[src/rtl/pipe_ctrl_pkg.sv]
// Shared definitions for the pipeline hazard controller: FSM state
// encoding, default memory timeout, register-index width and the
// bundle of pipeline control outputs.
package pipe_ctrl_pkg;

   localparam int REG_IDX_W       = 5;
   localparam int DEF_MEM_TIMEOUT = 15;

   typedef enum logic [1:0] {
      RUN      = 2'd0,
      MEM_WAIT = 2'd1,
      ERROR    = 2'd2
   } ctrlState_t;

   typedef struct packed {
      logic pcWrite;
      logic ifIdWrite;
      logic ifIdFlush;
      logic idExWrite;
      logic idExFlush;
      logic exMemWrite;
      logic memWbBubble;
      logic error;
   } ctrlOut_t;

   // Normal flow: every stage register advances, nothing squashed.
   function automatic ctrlOut_t runDefaults();
      ctrlOut_t c;
      c             = '0;
      c.pcWrite     = 1'b1;
      c.ifIdWrite   = 1'b1;
      c.idExWrite   = 1'b1;
      c.exMemWrite  = 1'b1;
      return c;
   endfunction

   // Whole pipeline held, MEM_WB fed a bubble.
   function automatic ctrlOut_t freezeAll();
      ctrlOut_t c;
      c             = '0;
      c.memWbBubble = 1'b1;
      return c;
   endfunction

endpackage

[src/rtl/load_use_detect.sv]
// Load-use hazard detector: the instruction in EX is a load whose
// destination (other than $zero) is a source of the instruction in ID.
module load_use_detect
   import pipe_ctrl_pkg::*;
(
   input  logic [REG_IDX_W-1:0] rs,
   input  logic [REG_IDX_W-1:0] rt,
   input  logic                 exMemRead,
   input  logic [REG_IDX_W-1:0] exWriteRegister,
   output logic                 hazard
);

   assign hazard = exMemRead
                 && (exWriteRegister != '0)
                 && ((exWriteRegister == rs) || (exWriteRegister == rt));

endmodule

[src/rtl/pipeline_hazard_ctrl.sv]
// Stall/flush sequencer for the 5-stage MIPS pipeline. Resolves, in
// priority order: memory-timeout error, multi-cycle memory wait, taken
// branch flush, load-use stall. Outputs are Mealy combinational.
// Optional performance counters are enabled with `define PIPE_PERF_CNT_EN.
module pipeline_hazard_ctrl
   import pipe_ctrl_pkg::*;
#(
   parameter int MEM_TIMEOUT = DEF_MEM_TIMEOUT,
   parameter int CNT_W       = 8
) (
   input  logic                 clk,
   input  logic                 rst,
   input  logic [REG_IDX_W-1:0] iIdRs,
   input  logic [REG_IDX_W-1:0] iIdRt,
   input  logic                 iExMemRead,
   input  logic [REG_IDX_W-1:0] iExWriteRegister,
   input  logic                 iBranchTaken,
   input  logic                 iMemAccess,
   input  logic                 iMemReady,
   output logic                 oPcWrite,
   output logic                 oIfIdWrite,
   output logic                 oIfIdFlush,
   output logic                 oIdExWrite,
   output logic                 oIdExFlush,
   output logic                 oExMemWrite,
   output logic                 oMemWbBubble,
   output logic                 oError,
   output logic [31:0]          oStallCycles,
   output logic [31:0]          oFlushCount
);

   localparam logic [CNT_W-1:0] TIMEOUT_VAL = CNT_W'(MEM_TIMEOUT);
   localparam logic [CNT_W-1:0] CNT_ONE     = CNT_W'(1);

   ctrlState_t       state, stateNext;
   logic [CNT_W-1:0] waitCnt, waitCntNext;
   logic             loadUse;
   logic             memStall;
   ctrlOut_t         outs;

   load_use_detect uLoadUse (
      .rs              (iIdRs),
      .rt              (iIdRt),
      .exMemRead       (iExMemRead),
      .exWriteRegister (iExWriteRegister),
      .hazard          (loadUse)
   );

   assign memStall = iMemAccess && !iMemReady;

   // State register and wait counter.
   always_ff @(posedge clk or posedge rst) begin
      // NOTE: sequential state uses non-blocking assignments so every flop samples pre-edge values.
      if (rst) begin
         state   <= RUN;
         waitCnt <= '0;
      end else begin
         state   <= stateNext;
         waitCnt <= waitCntNext;
      end
   end

   // Next-state logic: enter/leave the memory wait, watchdog into ERROR.
   always_comb begin
      // NOTE: defaults first so every path assigns every variable and no latch is inferred.
      stateNext   = state;
      waitCntNext = waitCnt;
      unique case (state)
         RUN: begin
            if (memStall) begin
               waitCntNext = CNT_ONE;
               stateNext   = (CNT_ONE >= TIMEOUT_VAL) ? ERROR : MEM_WAIT;
            end else begin
               waitCntNext = '0;
            end
         end
         MEM_WAIT: begin
            // The access is held in the frozen EX_MEM, so only ready matters here.
            if (iMemReady) begin
               stateNext   = RUN;
               waitCntNext = '0;
            end else begin
               waitCntNext = waitCnt + CNT_ONE;
               if (waitCntNext >= TIMEOUT_VAL) stateNext = ERROR;
            end
         end
         ERROR:   stateNext = ERROR;
         default: stateNext = RUN;
      endcase
   end

   // Output decode: reset, error, freeze, then branch flush over load-use.
   always_comb begin
      outs = runDefaults();
      if (rst) begin
         outs = freezeAll();
      end else if (state == ERROR) begin
         outs       = freezeAll();
         outs.error = 1'b1;
      end else if ((state == MEM_WAIT && !iMemReady) || (state == RUN && memStall)) begin
         outs = freezeAll();
      end else begin
         // RUN, or the MEM_WAIT cycle in which the access completes: the
         // pipeline flows again, so branch and load-use rules apply as normal.
         if (iBranchTaken) begin
            outs.ifIdFlush = 1'b1;
            outs.idExFlush = 1'b1;
         end else if (loadUse) begin
            outs.pcWrite   = 1'b0;
            outs.ifIdWrite = 1'b0;
            outs.idExFlush = 1'b1;
         end
      end
   end

   assign oPcWrite     = outs.pcWrite;
   assign oIfIdWrite   = outs.ifIdWrite;
   assign oIfIdFlush   = outs.ifIdFlush;
   assign oIdExWrite   = outs.idExWrite;
   assign oIdExFlush   = outs.idExFlush;
   assign oExMemWrite  = outs.exMemWrite;
   assign oMemWbBubble = outs.memWbBubble;
   assign oError       = outs.error;

`ifdef PIPE_PERF_CNT_EN
   logic [31:0] stallCnt, flushCnt;

   // Saturating stall-cycle and branch-flush counters.
   always_ff @(posedge clk or posedge rst) begin
      if (rst) begin
         stallCnt <= '0;
         flushCnt <= '0;
      end else begin
         if (!outs.pcWrite && state != ERROR && stallCnt != '1) stallCnt <= stallCnt + 32'd1;
         if (outs.ifIdFlush && flushCnt != '1)                 flushCnt <= flushCnt + 32'd1;
      end
   end

   assign oStallCycles = stallCnt;
   assign oFlushCount  = flushCnt;
`else
   assign oStallCycles = '0;
   assign oFlushCount  = '0;
`endif

endmodule

[config.mk]
export PLATFORM = sky130hd
export DESIGN_NAME = pipeline_hazard_ctrl
export DESIGN_NICKNAME = d
export VERILOG_FILES = /design/src/rtl/pipe_ctrl_pkg.sv /design/src/rtl/load_use_detect.sv /design/src/rtl/pipeline_hazard_ctrl.sv
export SDC_FILE = /design/constraint.sdc
export NUM_CORES = 1
export LEC_CHECK = 0
export CAP_MARGIN = 30
export CORE_ASPECT_RATIO = 2
export CORE_MARGIN = 2
export CORE_UTILIZATION = 31
export CTS_CLUSTER_SIZE = 14
export DETAILED_ROUTE_END_ITERATION = 8
export GPL_TIMING_DRIVEN = 0
export HOLD_SLACK_MARGIN = 0.02
export PLACE_DENSITY_LB_ADDON = 0.3
export SKIP_CTS_REPAIR_TIMING = 1
export SLEW_MARGIN = 15
export SYNTH_ARGS = -nofsm -noshare
export SYNTH_HDL_FRONTEND = slang
export SYNTH_SLANG_ARGS = --single-unit
[constraint.sdc]
create_clock -name clk -period 1.8 [get_ports clk]
set_clock_uncertainty 0.2 [all_clocks]
set_input_delay 0.36 -clock clk [delete_from_list [all_inputs] [get_ports clk]]
set_output_delay 0.36 -clock clk [all_outputs]
set_load 0.02 [all_outputs]
* Word level (Yosys, flattened, before mapping)
Cells that the tools add are included.
** Cells by class
- Reduce and logical (&&, ||, !) cells :: 12
- Multipliers :: 0
- Add/subtract/negate cells :: 1
- Bitwise gates (word level) :: 0
- Multiplexer cells :: 18
- Eq/ne operators :: 6
- Magnitude comparators :: 1
- Divide/modulo/power cells :: 0
- Shift-type cells :: 0
** Operator list (number)
- $mux 8 :: 3
- $pmux 8 s2 :: 1
- $eq 5x5->1 :: 2
- $mux 2 :: 5
- $add 8x1->8 const B :: 1
- $ge 8x4->1 const B :: 1
- $mux 1 :: 6
- $mux 3 :: 2
- $pmux 2 s3 :: 1
- $logic_and 1x1->1 :: 5
- $reduce_bool 5->1 :: 1
- $ne 3x3->1 const B :: 1
- $eq 2x1->1 const B :: 1
- $eq 2x2->1 const B :: 1
- $logic_not 2->1 :: 1
- $logic_or 1x1->1 :: 2
- $ne 2x2->1 const B :: 1
- $reduce_and 2->1 :: 1
- $reduce_bool 2->1 :: 1
- $logic_not 1->1 :: 1
** Storage, ports and cells
- Bits in writable memories :: 0
- Bits in registers :: 10
- Memories :: 0
- Latch bits :: 0
- Memory bits (read-only) :: 0
- Output and inout bits :: 72
- Bits of input ports :: 21
- Word-level logic and storage cells :: 40

* Logic depth before layout (Yosys ltp)
Gate-level depths: netlist of the first run.
- Depth after elaboration :: 8
- Depth in mapped cells :: 6
- Gate-level depth less buffers :: 6

* Modules after synthesis
From an unflattened synthesis of the first run, not the netlist that was laid out.
** Unflattened totals
- Cells, all modules :: 161
- Area, all modules :: 1302.5 um^2
** Modules (own cells, without submodules)
- pipeline_hazard_ctrl :: area each 1177.4 um^2, times used 1, seq. area each 250.2 um^2, cells each 144
- load_use_detect :: area each 125.1 um^2, times used 1, seq. area each 0.0 um^2, cells each 17

* Least setup slack after synthesis of the first run
Ideal clock, no wire load.
- Path kind :: reg2out
- From :: register state[0]
- To :: output port oIdExFlush
- Path slack :: -792 ps
- Path buffers :: 0
- Required time :: 1240 ps
- Cell stages (with the launch flop) :: 5
- Arrival time :: 2032 ps
- Cells stage by stage :: dfrtp_1 -> or2_1 -> a221oi_2 -> inv_2 -> o31ai_1
** Between the ends
- Word-level cells in the longest chain between the ends :: 6
- Elaborated cells between the ends (all ways) :: 9
- Classes of those cells :: 2 x eq/ne; 3 x mux; 4 x reduce/logical
** Ends and longest elaborated chain
- from (decl) :: RTL line pipeline_hazard_ctrl.sv:35 : ctrlState_t state, stateNext;
- from (signal assigned) :: RTL line pipeline_hazard_ctrl.sv:58 : state <= stateNext;
- $eq 2x1->1 / $logic_not 2->1 (equally long branches) :: RTL line pipeline_hazard_ctrl.sv:100 : end else if ((state == MEM_WAIT && !iMemReady) || (state == RUN && memStall)) begin
- $logic_and 1x1->1 :: RTL line pipeline_hazard_ctrl.sv:100
- $logic_or 1x1->1 :: RTL line pipeline_hazard_ctrl.sv:100
- $mux 1 :: RTL line pipeline_hazard_ctrl.sv:100
- $mux 8 (*) :: RTL line pipeline_hazard_ctrl.sv:97 : end else if (state == ERROR) begin
- $mux 8 (*) :: RTL line pipeline_hazard_ctrl.sv:95 : if (rst) begin
- to (decl) :: RTL line pipeline_hazard_ctrl.sv:24 : output logic oIdExFlush,
Mark *: on every way between the ends. The rest lies on a longest branch, timed or not.

* Worst setup path in the final report of the first run
Same ends and word-level chain as after synthesis.

==> reports/metrics.yaml, run 1 <==
outcome:
  outcome: "complete, but fails checks"
  violations: "negative setup slack"
timing:
  whs_ns: 0.268
  tns_ns: -3.16
  setup_ws_ns: -0.535
  post-route-min-period_ns: 2.34
  max_freq_mhz: 428
  setup_violations: 9
  rsz0062_at_grt: "true"
  hold_violations: 0
  min_period_over_period: 1.30
  finalMaxSlewViolations: 0
final_layout:
  num_antenna_cells: 0
  stdcell_count: 320
  final_core_util: 0.540
  nNetsFinal: 292
  areaGrowthSynthToFinish_pct: 70.7
  layout_common_cells: "78 x buf_4, 64 x conb_1, 15 x dlymetal6s2s_1"
  drive_above_1_share: 0.444
  final_common_cell: "buf_4"
  finish.instance_area_mm2: 0.00218
  fillers: 411
global_routing:
  grt_pass1_wl_um: 4420
  antenna_found_initial: 0
  grt.overflow.total: 0
  grt.total_usage: 0.123
  grt_max_degree: 11
  grt_pass1_vias: 1004
worst_setup_path:
  reg2reg_to: "state[0]"
  startpoint_type: "register"
  crit_fanout: 5
  worstReg2RegStart: "waitCnt[1]"
  crit_path_end_kind: "output pin"
  required_ns: 1.24
  crit_type: "reg2out"
  rr_worst_depth: 4
  crit_start: "state[0]"
  reg2reg_slack_ns: -0.09
  cp.arrival_ns: 1.78
synth:
  avgSynthCellArea_um2: 8.04
  synth_cell_types: 37
  synth_area_leaders: "buf_4 39%, dfrtp_1 20%, xor2_1 8.2%"
  synth_edf_count: 0
  synth_seq_cells: 10
  synth-seq-area-share: 0.196
  yosysTopAreaCellShare: 0.387
  synth-warning-count: 0
  synthFlopType: "dfrtp_1"
  synthCells: 159
  async_flop_share: 1.00
  synth_top_cell_by_area: "buf_4"
  syn-cell-area_mm2: 0.00128
clocking:
  insertion_delay_ns: 0.24
  cts_buffer_depth: 2
  cts_sinks: 10
  cts_tree: "yes"
  htree_levels: 1
  cts_root_buf: "clkbuf_8"
  numCtsBuffers: 3
  clk_pin_slew_ns: 0.05
route:
  wirelength_um: 3320
  drc: 0
  wl_met1_um: 1040
  wl_met3_um: 299
  vias: 1220
  ant_nets: 0
  drt_pass1_iterations: 4
  dr.max_layer_used: "met4"
  drt_iter0_drc: 30
  dr_wl_met2_um: 1920
  routedWlPerCell_um: 10.4
  viasPerCell: 3.81
floorplan:
  rows: 33
  die-area_mm2: 0.00469
  start_util: 0.316
  io_pins: 93
  die_width_um: 49.4
  chipHeight_um: 94.8
  design.core.area_mm2: 0.00405
worst_hold_path:
  min_to: "state[0]"
  min_path_cells: 2
  holdCritPathClass: "in2reg"
  worstHoldStart: "iMemAccess"
pwr:
  power.leakage_nw: 1.26
  peakVddDrop_uv: 322
  total_power_mw: 0.848
  power.density_mw_per_mm2: 389
job:
  max_cap_viol_count: 0
placement:
  placed_area_mm2: 0.00190
  placed_cells: 302
  hpwlAfterDp_um: 2470
  place_ws_ns: -1.34
  gp_congestion: 0.758
  io_buffers: 28
worst max-delay path, stage by stage, from the launching register on:
cell      delay (ns)
dfrtp_2         0.43
or2_4           0.26
a221oi_4        0.31
buf_6           0.15
inv_2           0.04
o31ai_4         0.18
buf_6           0.15
power breakdown:
group | internal (mW) | switching [mW] | total (mW) | leakage, nW
logic | 0.147 | 0.182 | 0.329 | 1.12
registers | 0.225 | 0 | 0.225 | 0.114
clock network | 0.193 | 0.101 | 0.294 | 0.0288
worst max path at each step:
stage                     slack, ns  cells after the start          to
after floorplan               -0.38                      4    oPcWrite
after global placement        -1.33                      6    oPcWrite
after detailed placement      -1.34                      6    oPcWrite
after CTS                     -1.35                      6    oPcWrite
after global routing          -0.62                      6    oPcWrite
final                         -0.54                      6  oIdExFlush
cell usage after synthesis (2+ instances only):
master / number
nor2_1: 7
nand2_1: 7
o21ai_0: 7
and3_1: 3
ha_1: 2
dfrtp_1: 10
xor2_1: 12
inv_1: 4
nand3_1: 5
o21ai_1: 6
nor3_1: 3
a21oi_1: 2
buf_4: 66
nand4_1: 2
sequential cells by signal (all words and copies together) (netlist names):
| signal | cells |
|---|---|
| state | 2 |
| waitCnt | 8 |
layer usage:
metal,GRT usage,up-vias
li1,-,618
met2,0.250,67
met1,0.107,531
met4,0.0694,0
met3,0.0253,4
met5,0,-
logic make-up after synthesis:
kind of cell	after synthesis	synth area share
adders and majority gates	2	0.0196
DFF	10	0.196
AOI/OAI and AO/OA	26	0.143
xor gates and xnor gates	12	0.0822
and+or+nand+nor	33	0.131
muxes	1	0.00783
buffers and inverters	74	0.418
other	1	0.00293
layout make-up:
cell class	instances	area [um^2]	area share
repair buffers	44	437	0.200
flip-flops and latches	10	255	0.117
well taps	52	65.1	0.0298
inverters	5	18.8	0.00860
plain buffers	67	508	0.233
multi-input cells	138	845	0.387
clock buffers	4	55.1	0.0252
Note: power is estimated with default switching activity, not from simulation.
==> run 2: changes to the inputs <==
- CORE_MARGIN: 2 -> unset
- SLEW_MARGIN: 15 -> 20
==> reports/metrics.yaml, run 2 (synthesized netlist as in run 1, its figures left out) <==
timing:
  setup_violations: 9  # unchanged
  max_freq_mhz: 438  # +2.2%
  hold_violations: 0  # unchanged
  min_period_over_period: 1.27  # -0.0278
  finalMaxSlewViolations: 0  # unchanged
  tns_ns: -2.85  # +0.314 ns
  setup_ws_ns: -0.485  # +0.0501 ns
  post-route-min-period_ns: 2.29  # -0.0501 ns
  whs_ns: 0.230  # -0.0383 ns
  rsz0062_at_grt: "true"
clocking:
  cts_buffer_depth: 2  # unchanged
  cts_sinks: 10  # unchanged
  htree_levels: 1  # unchanged
  clk_pin_slew_ns: 0.05  # about the same
  cts_root_buf: "clkbuf_8"
  cts_tree: "yes"
  numCtsBuffers: 3  # unchanged
  insertion_delay_ns: 0.23  # about the same
worst_setup_path:
  slowest_stage: "clkdlybuf4s50_1"
  required_ns: 1.24  # about the same
  cp_slowest_stage_delay_ns: 0.41  # -0.02 ns
  cp_cell_sequence: "clkdlybuf4s50_1 -> xor2_1 -> nor2_1 -> a22oi_2 -> o31a_1 -> buf_6 -> buf_6"
  crit_path_end_kind: "output pin"
  crit_type: "in2out"
  crit_top_cell: "buf_6"
  cp.arrival_ns: 1.73  # -0.05 ns
  crit_fanout: 2  # -3
  startpoint_type: "primary input"
  rr_worst_depth: 4  # unchanged
final_layout:
  fillers: 378  # -8.0%
  nNetsFinal: 288  # -1.4%
  largest_reg_flops: 8  # unchanged
  areaGrowthSynthToFinish_pct: 68.1
  final_common_cell: "buf_4"
  num_antenna_cells: 0  # unchanged
  finish.instance_area_mm2: 0.00215  # -1.5%
  layout_common_cells: "74 x buf_4, 64 x conb_1, 13 x dlymetal6s2s_1"
  max_flop_register: "waitCnt"
  reg.largest.list: "waitCnt: 8 flops, state: 2 flops"
  drive_above_1_share: 0.441  # -0.00297
  final_core_util: 0.553  # +0.0139
route:
  drt_iter0_drc: 28  # -6.7%
  drt_pass1_iterations: 4  # unchanged
  ant_nets: 0  # unchanged
  viasPerCell: 3.78  # -0.93%
  routedWlPerCell_um: 10.0  # -3.3%
  drc: 0  # unchanged
  wirelength_um: 3150  # -5.2%
  vias: 1186  # -2.8%
global_routing:
  antenna_found_initial: 0  # unchanged
  grt_pass1_wl_um: 4360  # -1.3%
  grt_pass1_vias: 1024  # +2.0%
  met1_usage: 0.128  # +0.0208
  grtUsageMet3: 0.0370  # +0.0117
  grt_busiest_layer: "met2"
  grt.total_usage: 0.136  # +0.0124
  grt_max_degree: 11  # unchanged
  grt_use_met2: 0.250  # unchanged
  grt.overflow.total: 0  # unchanged
floorplan:
  die-area_mm2: 0.00440  # -6.1%
  start_util: 0.329  # +0.0132
  chipHeight_um: 92.8  # -2.1%
  die_width_um: 47.4  # -4.0%
  io_pins: 93  # unchanged
  rows: 32  # -3.0%
  design.core.area_mm2: 0.00388  # -4.0%
placement:
  io_buffers: 28  # unchanged
  gp_congestion: 0.786  # +3.6%
  placed_area_mm2: 0.00190  # about the same
  hpwlAfterDp_um: 2440  # -1.3%
pwr:
  power.leakage_nw: 1.22  # -3.4%
  power.density_mw_per_mm2: 367  # -5.6%
  peakVddDrop_uv: 235  # -27%
  total_power_mw: 0.788  # -7.1%
worst_hold_path:
  min_path_cells: 2  # unchanged
  holdCritPathClass: "in2reg"
job:
  max_cap_viol_count: 0  # unchanged
outcome:
  outcome: "complete, but fails checks"
  violations: "negative setup slack"
-- run 2: cell count changes in the layout (fill, tap and decap cells not counted), moves of 2 or more --
cell and change:
buf_4 -4, clkbuf_2 -2, buf_6 +2, dlymetal6s2s_1 -2, clkdlybuf4s50_1 +2
-- run 2: per-layer routing --
metal	part of all wire	up-vias
li1	-	608
met1	0.31	510
met2	0.58	62
met3	0.090	6
met4	0.019	0
met5	0	-
-- run 2: where the power goes --
| group | leakage (nW) | internal [mW] | switching [mW] | total (mW) |
|---|---|---|---|---|
| Combinational | 1.09 | 0.150 | 0.183 | 0.332 |
| Clock | 0.0216 | 0.146 | 0.0841 | 0.230 |
| Sequential | 0.113 | 0.225 | 0 | 0.225 |
| Total | 1.22 | 0.521 | 0.267 | 0.788 |
-- run 2: worst paths after layout --
check	from	end	slack (ns)
setup / recovery	iIdRs[3]	oPcWrite	-0.49
hold / removal	iMemAccess	state[0]	0.23
setup reg to reg	waitCnt[1]	state[0]	-0.10
hold reg to reg	waitCnt[4]	waitCnt[4]	0.33
max in group asynchronous	rst	waitCnt[4]	0.75
min in group asynchronous	rst	waitCnt[7]	0.33
-- run 2: stage by stage --
step           worst slack (ns)  std cells
3_5_place_dp              -1.33        301
2_1_floorplan            -0.379        222
5_1_grt                  -0.571        314
6_report                 -0.485        314
3_3_place_gp              -1.32        301
4_1_cts                   -1.33        304
-- run 2: area by class of cell --
type	instances	area, um^2	share of cell area
Buffer	68	519	0.242
Clock buffer	3	41.3	0.0192
Inverter	5	18.8	0.00873
Multi-Input combinational cell	138	847	0.394
Sequential cell	10	256	0.119
Tap cell	51	63.8	0.0297
Timing Repair Buffer	39	403	0.187
-- run 2: worst max-delay path, delay by kind of cell --
kind                   cells  cell delay, ns
buffers and inverters      3            0.65
AND/OR/NAND/NOR            1            0.18
XOR/XNOR                   1            0.14
AO/OA/AOI/OAI              2            0.40
==> run 3: changes to the inputs <==
- CORE_UTILIZATION: 31 -> 32
- SYNTH_HIERARCHICAL: unset -> 1
==> reports/metrics.yaml, run 3 <==
outcome:
  outcome: "complete, but fails checks"
  violations: "negative setup slack"
worst_setup_path:
  crit_fanout: 6  # +4
  cp_cell_sequence: "buf_6 -> and2b_2 -> or3_1 -> clkbuf_8 -> a21oi_4 -> buf_6 -> buf_6"
  startpoint_type: "register"
  slowest_stage: "dfrtp_1"
  cp_slowest_stage_delay_ns: 0.39  # -0.02 ns
  crit_path_end: "oPcWrite"
  rr_worst_depth: 6  # +2
  crit_top_cell: "buf_6"
  required_ns: 1.24  # about the same
  reg2reg_slack_ns: -0.10  # about the same
  crit_start: "state[1]"
  crit_type: "reg2out"
  worstReg2RegStart: "waitCnt[0]"
  reg2reg_to: "state[1]"
  cp.arrival_ns: 1.76  # +0.03 ns
  crit_path_end_kind: "output pin"
global_routing:
  grt_max_degree: 12  # +1
  grt_use_met2: 0.275  # +0.0255
  grt_busiest_layer: "met2"
  grt.total_usage: 0.142  # +0.00620
  grt.overflow.total: 0  # unchanged
  met1_usage: 0.118  # -0.00954
  antenna_found_initial: 0  # unchanged
  grt_pass1_vias: 992  # -3.1%
  grt_pass1_wl_um: 4410  # +1.1%
  grtUsageMet3: 0.0295  # -0.00751
clocking:
  cts_tree: "yes"
  cts_root_buf: "clkbuf_8"
  numCtsBuffers: 3  # unchanged
  cts_sinks: 10  # unchanged
  insertion_delay_ns: 0.24  # about the same
  htree_levels: 1  # unchanged
  cts_buffer_depth: 2  # unchanged
  clk_pin_slew_ns: 0.05  # about the same
route:
  viasPerCell: 3.76  # -0.53%
  ant_nets: 0  # unchanged
  wirelength_um: 3080  # -2.1%
  drt_iter0_drc: 11  # -61%
  drc: 0  # unchanged
  drt_pass1_iterations: 4  # unchanged
  routedWlPerCell_um: 9.72  # -3.0%
  vias: 1191  # +0.42%
timing:
  max_freq_mhz: 431  # -1.5%
  min_period_over_period: 1.29  # +0.0194
  rsz0062_at_grt: "true"
  tns_ns: -3.33  # -0.478 ns
  setup_violations: 10  # +1
  post-route-min-period_ns: 2.32  # +0.0349 ns
  setup_ws_ns: -0.520  # -0.0349 ns
  hold_violations: 0  # unchanged
  finalMaxSlewViolations: 0  # unchanged
final_layout:
  multiInputGateArea_um2: 781  # -7.8%
  final_common_cell: "buf_4"
  layout_common_cells: "79 x buf_4, 64 x conb_1, 13 x dlymetal6s2s_1"
  final_core_util: 0.540  # -0.0132
  nNetsFinal: 291  # +1.0%
  max_flop_register: "waitCnt"
  fillers: 368  # -2.6%
  areaGrowthSynthToFinish_pct: 61.1
  stdcell_count: 317  # +0.96%
  largest_reg_flops: 8  # unchanged
  regArea_um2: 250  # -2.4%
  drive_above_1_share: 0.406  # -0.0350
  num_antenna_cells: 0  # unchanged
  reg.largest.list: "waitCnt: 8 flops, state: 2 flops"
synth:
  async_flop_share: 1.00  # unchanged
  yosys.cell_count.top_type: "buf_4"
  avgSynthCellArea_um2: 8.09  # +0.59%
  synth_top_cell_by_area: "buf_4"
  syn-cell-area_mm2: 0.00130  # +1.9%
  synth_edf_count: 0  # unchanged
  synthCells: 161  # +1.3%
  synth-warning-count: 6  # +6
  synth_area_leaders: "buf_4 39%, dfrtp_1 19%, xor2_1 5.4%"
  synth_cell_types: 38  # +2.7%
  synth-seq-area-share: 0.192  # -0.00357
  synthFlopType: "dfrtp_1"
  synthTopCellsByCount: "68 x buf_4, 10 x dfrtp_1, 9 x o21ai_0"
  synth_seq_cells: 10  # unchanged
  yosysTopAreaCellShare: 0.392  # +0.00446
placement:
  hpwlAfterDp_um: 2510  # +2.6%
  io_buffers: 28  # unchanged
  gp_congestion: 0.745  # -5.2%
  place_ws_ns: -1.27  # +0.0570 ns
  placed_cells: 303  # +0.66%
pwr:
  power.density_mw_per_mm2: 631  # +72%
  power.leakage_nw: 1.23  # +1.0%
  peakVddDrop_uv: 567  # +140%
  total_power_mw: 1.32  # +68%
floorplan:
  rows: 32  # unchanged
  design.core.area_mm2: 0.00388  # unchanged
  start_util: 0.335  # +0.00612
  die-area_mm2: 0.00434  # -1.3%
  io_pins: 93  # unchanged
  die_width_um: 47.1  # -0.64%
  chipHeight_um: 92.2  # -0.65%
worst_hold_path:
  holdCritPathClass: "in2async"
job:
  max_cap_viol_count: 0  # unchanged
[run 3: changes by cell type in the layout (fill, tap and decap cells not counted), moves of 3 or more]
cell	previous run	this run
dfrtp_1	5	10
buf_4	74	79
buf_6	11	8
o21ai_1	5	0
dfrtp_2	5	0
xnor2_1	0	5
[run 3: power breakdown]
group | switching (mW) | internal, mW
Clock | 0.0865 | 0.146
Sequential | 0.0271 | 0.254
Combinational | 0.400 | 0.411
[run 3: worst max-delay path: cells and delay by family (launching register included)]
family / cells / cell delay (ns)
buffers and inverters: 4 / 0.51
AND/OR/NAND/NOR: 2 / 0.50
flip-flops: 1 / 0.39
AO/OA/AOI/OAI: 1 / 0.12
[run 3: per-stage QoR]
stage	area, um^2	hold WS, ns
global placement	1910	0.337
CTS	1950	0.260
finish	2100	0.193
detailed placement	1910	0.348
floorplan	1560	0.00521
global route	2100	0.204
[run 3: metal layers]
metal  up-vias  wire (um)
li1        615          -
met1       503        939
met2        68       1780
met3         5        305
met4         0         57
met5         -          0
[run 3: worst min-delay path by stage]
stage / from / end / slack [ns] / cells past startpoint
floorplan: rst / state[0] / 0.005 / 1
global placement: waitCnt[7] / waitCnt[7] / 0.34 / 1
detailed placement: waitCnt[7] / waitCnt[7] / 0.35 / 1
CTS: rst / waitCnt[0] / 0.26 / 2
global route: rst / waitCnt[0] / 0.20 / 2
finish: rst / waitCnt[0] / 0.19 / 2
[run 3: logic make-up (layout without fill, tap and decap cells)]
kind of cell               Yosys count  after routing  share of synthesized area
AOI/OAI and AO/OA                   23             23                      0.121
and+or+nand+nor                     35             35                      0.142
DFF                                 10             10                      0.192
xor gates and xnor gates            13             13                     0.0874
muxes                                1              1                    0.00864
other                                1             64                    0.00288
adders and majority gates            2              2                     0.0192
buffers and inverters               76            118                      0.427
[run 3: layout make-up]
type | instances | share of cell area
clock buffer | 3 | 0.0197
tap | 51 | 0.0304
sequential | 10 | 0.119
buffer | 71 | 0.264
inverter | 5 | 0.0107
timing repair buffer | 39 | 0.184
multi-input combinational | 138 | 0.372
